## src/rtl/pll_reconfig_ctrl.sv

```systemverilog
// rtl/pll_reconfig_ctrl.sv - Gowin PLLVR dynamic-divider sequencer
// Applies a divider preset, pulses PLL reset, qualifies lock and retries on timeout.
module pll_reconfig_ctrl #(
    parameter int                     NUM_MODES          = 2,
    parameter int                     MODE_W             = 1,
    parameter logic [6*NUM_MODES-1:0] MODE_IDIV          = {6'd3, 6'd3},
    parameter logic [6*NUM_MODES-1:0] MODE_FBDIV         = {6'd54, 6'd54},
    parameter logic [6*NUM_MODES-1:0] MODE_ODIV          = {6'd2, 6'd2},
    parameter int                     DEFAULT_MODE       = 0,
    parameter int                     RESET_CYCLES       = 16,
    parameter int                     LOCK_STABLE_CYCLES = 1024,
    parameter int                     LOCK_TIMEOUT       = 65536,
    parameter int                     MAX_RETRY          = 3,
    parameter int                     CNT_W              = 17
) (
    input  logic              clk,
    input  logic              reset,
    input  logic              mode_req,
    input  logic [MODE_W-1:0] mode_sel,
    output logic              mode_ack,
    output logic              mode_nack,
    input  logic              pll_lock,
    output logic              pll_reset,
    output logic [5:0]        idsel,
    output logic [5:0]        fbdsel,
    output logic [5:0]        odsel,
    output logic              locked,
    output logic              sys_rst,
    output logic              err,
    output logic [MODE_W-1:0] cur_mode,
    output logic [7:0]        relock_cnt
);

    localparam int RETRY_W = $clog2(MAX_RETRY + 1);

    // Gowin dynamic select ports take the inverted divider value.
    localparam logic [5:0] ID_DEF = ~MODE_IDIV[6*DEFAULT_MODE +: 6];
    localparam logic [5:0] FB_DEF = ~MODE_FBDIV[6*DEFAULT_MODE +: 6];
    localparam logic [5:0] OD_DEF = ~MODE_ODIV[6*DEFAULT_MODE +: 6];

    typedef enum logic [1:0] {
        RESET_PLL,
        WAIT_LOCK,
        LOCKED,
        ERROR
    } state_t;

    state_t             state;
    logic               lock_m;
    logic               lock_s;
    logic [CNT_W-1:0]   cnt;
    logic [CNT_W-1:0]   stable_cnt;
    logic [RETRY_W-1:0] retry;
    logic               mode_valid;

    logic [5:0] id_chain [NUM_MODES+1];
    logic [5:0] fb_chain [NUM_MODES+1];
    logic [5:0] od_chain [NUM_MODES+1];

    assign id_chain[0] = '0;
    assign fb_chain[0] = '0;
    assign od_chain[0] = '0;

    // One-hot OR mux of the preset table keyed by the requested mode.
    for (genvar g = 0; g < NUM_MODES; g++) begin : g_tab
        logic hit;
        assign hit           = (mode_sel == MODE_W'(g));
        assign id_chain[g+1] = id_chain[g] | (hit ? ~MODE_IDIV[6*g +: 6]  : 6'd0);
        assign fb_chain[g+1] = fb_chain[g] | (hit ? ~MODE_FBDIV[6*g +: 6] : 6'd0);
        assign od_chain[g+1] = od_chain[g] | (hit ? ~MODE_ODIV[6*g +: 6]  : 6'd0);
    end

    assign mode_valid = (32'(mode_sel) < 32'(NUM_MODES));

    always_ff @(posedge clk) begin
        if (reset) begin
            lock_m <= 1'b0;
            lock_s <= 1'b0;
        end else begin
            lock_m <= pll_lock;
            lock_s <= lock_m;
        end
    end

    always_ff @(posedge clk) begin
        if (reset) begin
            state      <= RESET_PLL;
            cnt        <= '0;
            stable_cnt <= '0;
            retry      <= '0;
            cur_mode   <= MODE_W'(DEFAULT_MODE);
            idsel      <= ID_DEF;
            fbdsel     <= FB_DEF;
            odsel      <= OD_DEF;
            pll_reset  <= 1'b1;
            locked     <= 1'b0;
            sys_rst    <= 1'b1;
            err        <= 1'b0;
            mode_ack   <= 1'b0;
            mode_nack  <= 1'b0;
            relock_cnt <= '0;
        end else begin
            mode_ack  <= 1'b0;
            mode_nack <= 1'b0;
            if (mode_req && mode_valid) begin
                cur_mode   <= mode_sel;
                idsel      <= id_chain[NUM_MODES];
                fbdsel     <= fb_chain[NUM_MODES];
                odsel      <= od_chain[NUM_MODES];
                mode_ack   <= 1'b1;
                retry      <= '0;
                err        <= 1'b0;
                cnt        <= '0;
                stable_cnt <= '0;
                state      <= RESET_PLL;
                pll_reset  <= 1'b1;
                locked     <= 1'b0;
                sys_rst    <= 1'b1;
            end else begin
                if (mode_req) begin
                    mode_nack <= 1'b1;
                end
                case (state)
                    RESET_PLL: begin
                        pll_reset <= 1'b1;
                        if (cnt == CNT_W'(RESET_CYCLES - 1)) begin
                            cnt        <= '0;
                            stable_cnt <= '0;
                            pll_reset  <= 1'b0;
                            state      <= WAIT_LOCK;
                        end else begin
                            cnt <= cnt + 1'b1;
                        end
                    end
                    WAIT_LOCK: begin
                        stable_cnt <= lock_s ? stable_cnt + 1'b1 : '0;
                        // Qualification is checked first so it wins a tie with timeout.
                        if (lock_s && stable_cnt == CNT_W'(LOCK_STABLE_CYCLES - 1)) begin
                            state   <= LOCKED;
                            locked  <= 1'b1;
                            sys_rst <= 1'b0;
                            retry   <= '0;
                        end else if (cnt == CNT_W'(LOCK_TIMEOUT - 1)) begin
                            cnt       <= '0;
                            retry     <= retry + 1'b1;
                            pll_reset <= 1'b1;
                            if (32'(retry) + 32'd1 < 32'(MAX_RETRY)) begin
                                state <= RESET_PLL;
                            end else begin
                                state <= ERROR;
                                err   <= 1'b1;
                            end
                        end else begin
                            cnt <= cnt + 1'b1;
                        end
                    end
                    LOCKED: begin
                        if (!lock_s) begin
                            state     <= RESET_PLL;
                            cnt       <= '0;
                            retry     <= '0;
                            pll_reset <= 1'b1;
                            locked    <= 1'b0;
                            sys_rst   <= 1'b1;
                            if (relock_cnt != 8'hFF) begin
                                relock_cnt <= relock_cnt + 8'd1;
                            end
                        end
                    end
                    ERROR: begin
                        pll_reset <= 1'b1;
                        err       <= 1'b1;
                        locked    <= 1'b0;
                        sys_rst   <= 1'b1;
                    end
                    default: state <= RESET_PLL;
                endcase
            end
        end
    end

endmodule

```

## config.mk

```make
export PLATFORM = sky130hd
export DESIGN_NAME = pll_reconfig_ctrl
export DESIGN_NICKNAME = d
export VERILOG_FILES = /design/src/rtl/pll_reconfig_ctrl.sv
export SDC_FILE = /design/constraint.sdc
export NUM_CORES = 1
export LEC_CHECK = 0
export CORE_MARGIN = 2
export CORE_UTILIZATION = 34
export CTS_CLUSTER_SIZE = 12
export DETAILED_ROUTE_END_ITERATION = 8
export PLACE_DENSITY = 0.54
export SETUP_SLACK_MARGIN = 0.02
export SLEW_MARGIN = 20
export SYNTH_ARGS = -nofsm -noshare
export SYNTH_HDL_FRONTEND = slang
export SYNTH_SLANG_ARGS = --single-unit
```

## constraint.sdc

```tcl
create_clock -name clk -period 2.44 [get_ports clk]
set_input_delay 0.488 -clock clk [delete_from_list [all_inputs] [get_ports clk]]
set_output_delay 0.488 -clock clk [all_outputs]
set_load 0.1 [all_outputs]
```

==> metrics.md <==
| Metric | Value |
|---|---|
| Die H | 101 microns |
| Clock Sinks | 54 |
| GPL Wtd Cong | 0.843 |
| Antenna violations before repair | 0 |
| Final setup vio count | 0 |
| Share of cells above drive strength 1 | 20.5% |
| Tcrit/Tclk final | 95.3% |
| Std-Cell Rows | 35 |
| Total global-route track usage | 15.7% |
| Post-synthesis async set-or-reset flop share | 0% |
| Initial DRC count | between 100 and 150 |
| Cells after synthesis | 381 |
| Crit path arrival time | 2.52 ns |
| Worst-Skew Late Latency | 0.30 ns |
| Routed WL | 7620 microns |
| Clock Skew | 0.00722 ns |
| Distinct cells, synth | 56 |
| DR DRC count | 0 |
| Flops & latches, synth | 54 |
| TritonCTS clock tree | yes |
| Root buffer cell | clkbuf_8 |
| Worst Path Required | between 2 and 3 ns |
| RSZ-0062 raised after global routing | no |
| HP Class | reg -> reg |
| Max-Cap Viols | 0 |
| Number of global-route vias before repair | 2732 |
| Die area | 10100 sq um |
| Peak supply drop | around 230 uV |
| Largest net degree at the start of global routing | 37 |
| EDFF count, synth | 0 |
| GRT overflow | 0 |
| Fillcell total | 939 |
| Worst Tran Pin Value | 0.548 ns |
| First drt pass iteration count | 4 |
| Die W | ~100 microns |
| Crit. End Element | register |
| Smallest hold slack | 0.477 ns |
| Hold buffer count at CTS | 0 |
| Post-Place Worst Slack | between 0.015 and 0.02 ns |
| Prevailing post-synth register cell | dfxtp_1 |
| Cell count of the worst reg-to-reg path | 5 |
| Nets@finish | 443 |
| Clock buffer depth | 2 |
| Via density | 5.40 |
| Ant diodes | 0 |
| Worst Setup Start Kind | register |
| Layout area overhead | 18.2% |
| Post-layout util | around 41% |
| Sequential cell area fraction in the yosys report | 34.1% |
| Core area | 9150 sq um |
| Leakage | 0.00138 uW |
| Slew margin rel. | 63.4% |
| Worst Path Class, Setup | reg -> reg |
| Hold path depth | 1 |
| Max FO, Critical Path | 7 |
| Hold Vio Cnt, Final | 0 |
| Global-route wire length before repair | 13000 microns |
| Status | completed |
| Routed Antenna Nets | 0 |
| Slew Viols, Final | 0 |
| Clock H-tree levels | 2 |
| Initial Utilization | roughly a third |
| Avg Synthesized Cell Area | around 8.3 sq um |
| Fmax | between 0.4 and 0.5 GHz |
| CTS buffer count | 5 |
| Setup_tns | 0 ns |
| DR vias | between 2000 and 3000 |
| Post-Syn Area | 3170 sq um |
| Synth warn | 0 |
| Clk slew on worst S/H paths | 0.10 ns |
| Routed WL per cell | 14.2 microns |
| Cell Pwr Density | 423 nW/um^2 |
| Port bufs | 18 |
| Minimum clock period | approximately 2.3 ns |
| Worst Setup Slack, final | 0.115 ns |
| DP Wirelength | 5550 microns |
| IO Count | 38 |
-- placed cells by master (no fill, tap or decap), types with 5 or more instances in the layout --
cell	count
o21ai_0	17
ha_1	12
nand2_1	27
o31ai_1	8
nor2_1	25
a31oi_1	7
o21ai_1	6
clkbuf_8	6
conb_1	19
a32o_1	5
buf_4	50
nand4_1	9
xor2_1	6
or4_1	6
nor3_1	7
o211ai_1	6
inv_1	12
a21oi_1	20
nand3_1	24
dfxtp_1	52
or3_1	11
-- report_power, final --
part	internal, uW	leakage (uW)	switching [uW]
clock	220	0.0000431	281
sequential	885	0.000437	2.20
combinational	25.3	0.000897	174
total	1130	0.00138	457
-- what timing repair did --
| action | 4_1_cts | 5_1_grt |
|---|---|---|
| resized for setup | 2 | 13 |
| buffers inserted | 0 | 2 |
| pin swaps | 0 | 2 |
| endpoints found under the setup margin | 4 | 23 |
-- critical path, stage by stage (launching register included) --
cell	delay, ns
dfxtp_2	0.36
or4_4	0.59
or4_4	0.58
o21ai_4	0.28
o21ai_1	0.12
a32o_1	0.29
-- registers in the layout, summed over array words and instances (netlist names), 2 cells and up --
name,flops
relock_cnt,8
cnt,17
stable_cnt,17
retry,2
state,2
-- final timing paths --
kind	start	to	slack [ns]
worst max-delay path	cnt[5]$_SDFFE_PP0P_	cnt[5]$_SDFFE_PP0P_	0.12
worst max register to register	cnt[5]$_SDFFE_PP0P_	cnt[5]$_SDFFE_PP0P_	0.12
worst min register to register	lock_m$_SDFF_PP0_	lock_s$_SDFF_PP0_	0.48
worst min-delay path	lock_m$_SDFF_PP0_	lock_s$_SDFF_PP0_	0.48
-- synth_stat cells, drive strengths merged (3+ instances only) --
cell type	number	area [sq um]
o31ai	8	60.1
a2bb2oi	3	26.3
inv	12	45.0
nand3	25	125
nand2	30	120
o21ai	24	131
nand4	9	56.3
or4	10	90.1
o221a	3	33.8
o32ai	4	35.0
a21oi	21	105
clkbuf	11	41.3
and3	5	32.5
o211ai	6	45.0
mux2i	5	53.8
nor3	8	40.0
nor2	27	101
a31oi	8	50.1
xnor2	3	26.3
o41ai	4	42.6
o21a	5	37.5
and2	5	31.3
dfxtp	54	1080
xor2	6	52.6
nor4	4	40.0
ha	13	163
buf	25	185
a32o	5	50.1
or3	11	68.8
nor2b	3	18.8
-- cell type report --
cell class	instances	area (sq um)	area share, %
Multi-Input combinational cell	296	1950	51.9
Sequential cell	54	1080	28.9
Timing Repair Buffer	56	455	12.1
Tap cell	111	139	3.70
Clock buffer	6	82.6	2.20
Inverter	12	45.0	1.20
-- cell families after synthesis --
kind of cell / Yosys count / share of synthesized area (%)
DFF: 54 / 34.1
and+or+nand+nor: 149 / 25.8
other: 2 / 0.237
muxes: 5 / 1.69
adders and majority gates: 13 / 5.12
buffers and inverters: 48 / 8.55
AOI/OAI and AO/OA: 101 / 22.0
xor gates and xnor gates: 9 / 2.48
-- routing by layer --
metal / vias to the layer above / track usage [%] / share of wire (%)
li1: 1473 / - / -
met1: 1353 / 21.9 / 50
met2: 59 / 25.3 / 45
met3: 4 / 2.70 / 4.7
met4: 0 / 3.79 / 0.80
met5: - / 0 / 0
-- stage by stage --
step | instance area [sq um] | power (uW) | std cells
after CTS | 3680 | 1610 | 533
after floorplan | 3240 | 1100 | 398
after global placement | 3590 | 1110 | 527
after detailed placement | 3590 | 1110 | 527
after global routing | 3750 | 1650 | 535
final | 3750 | 1590 | 535
(Power assumes the default switching activity.)
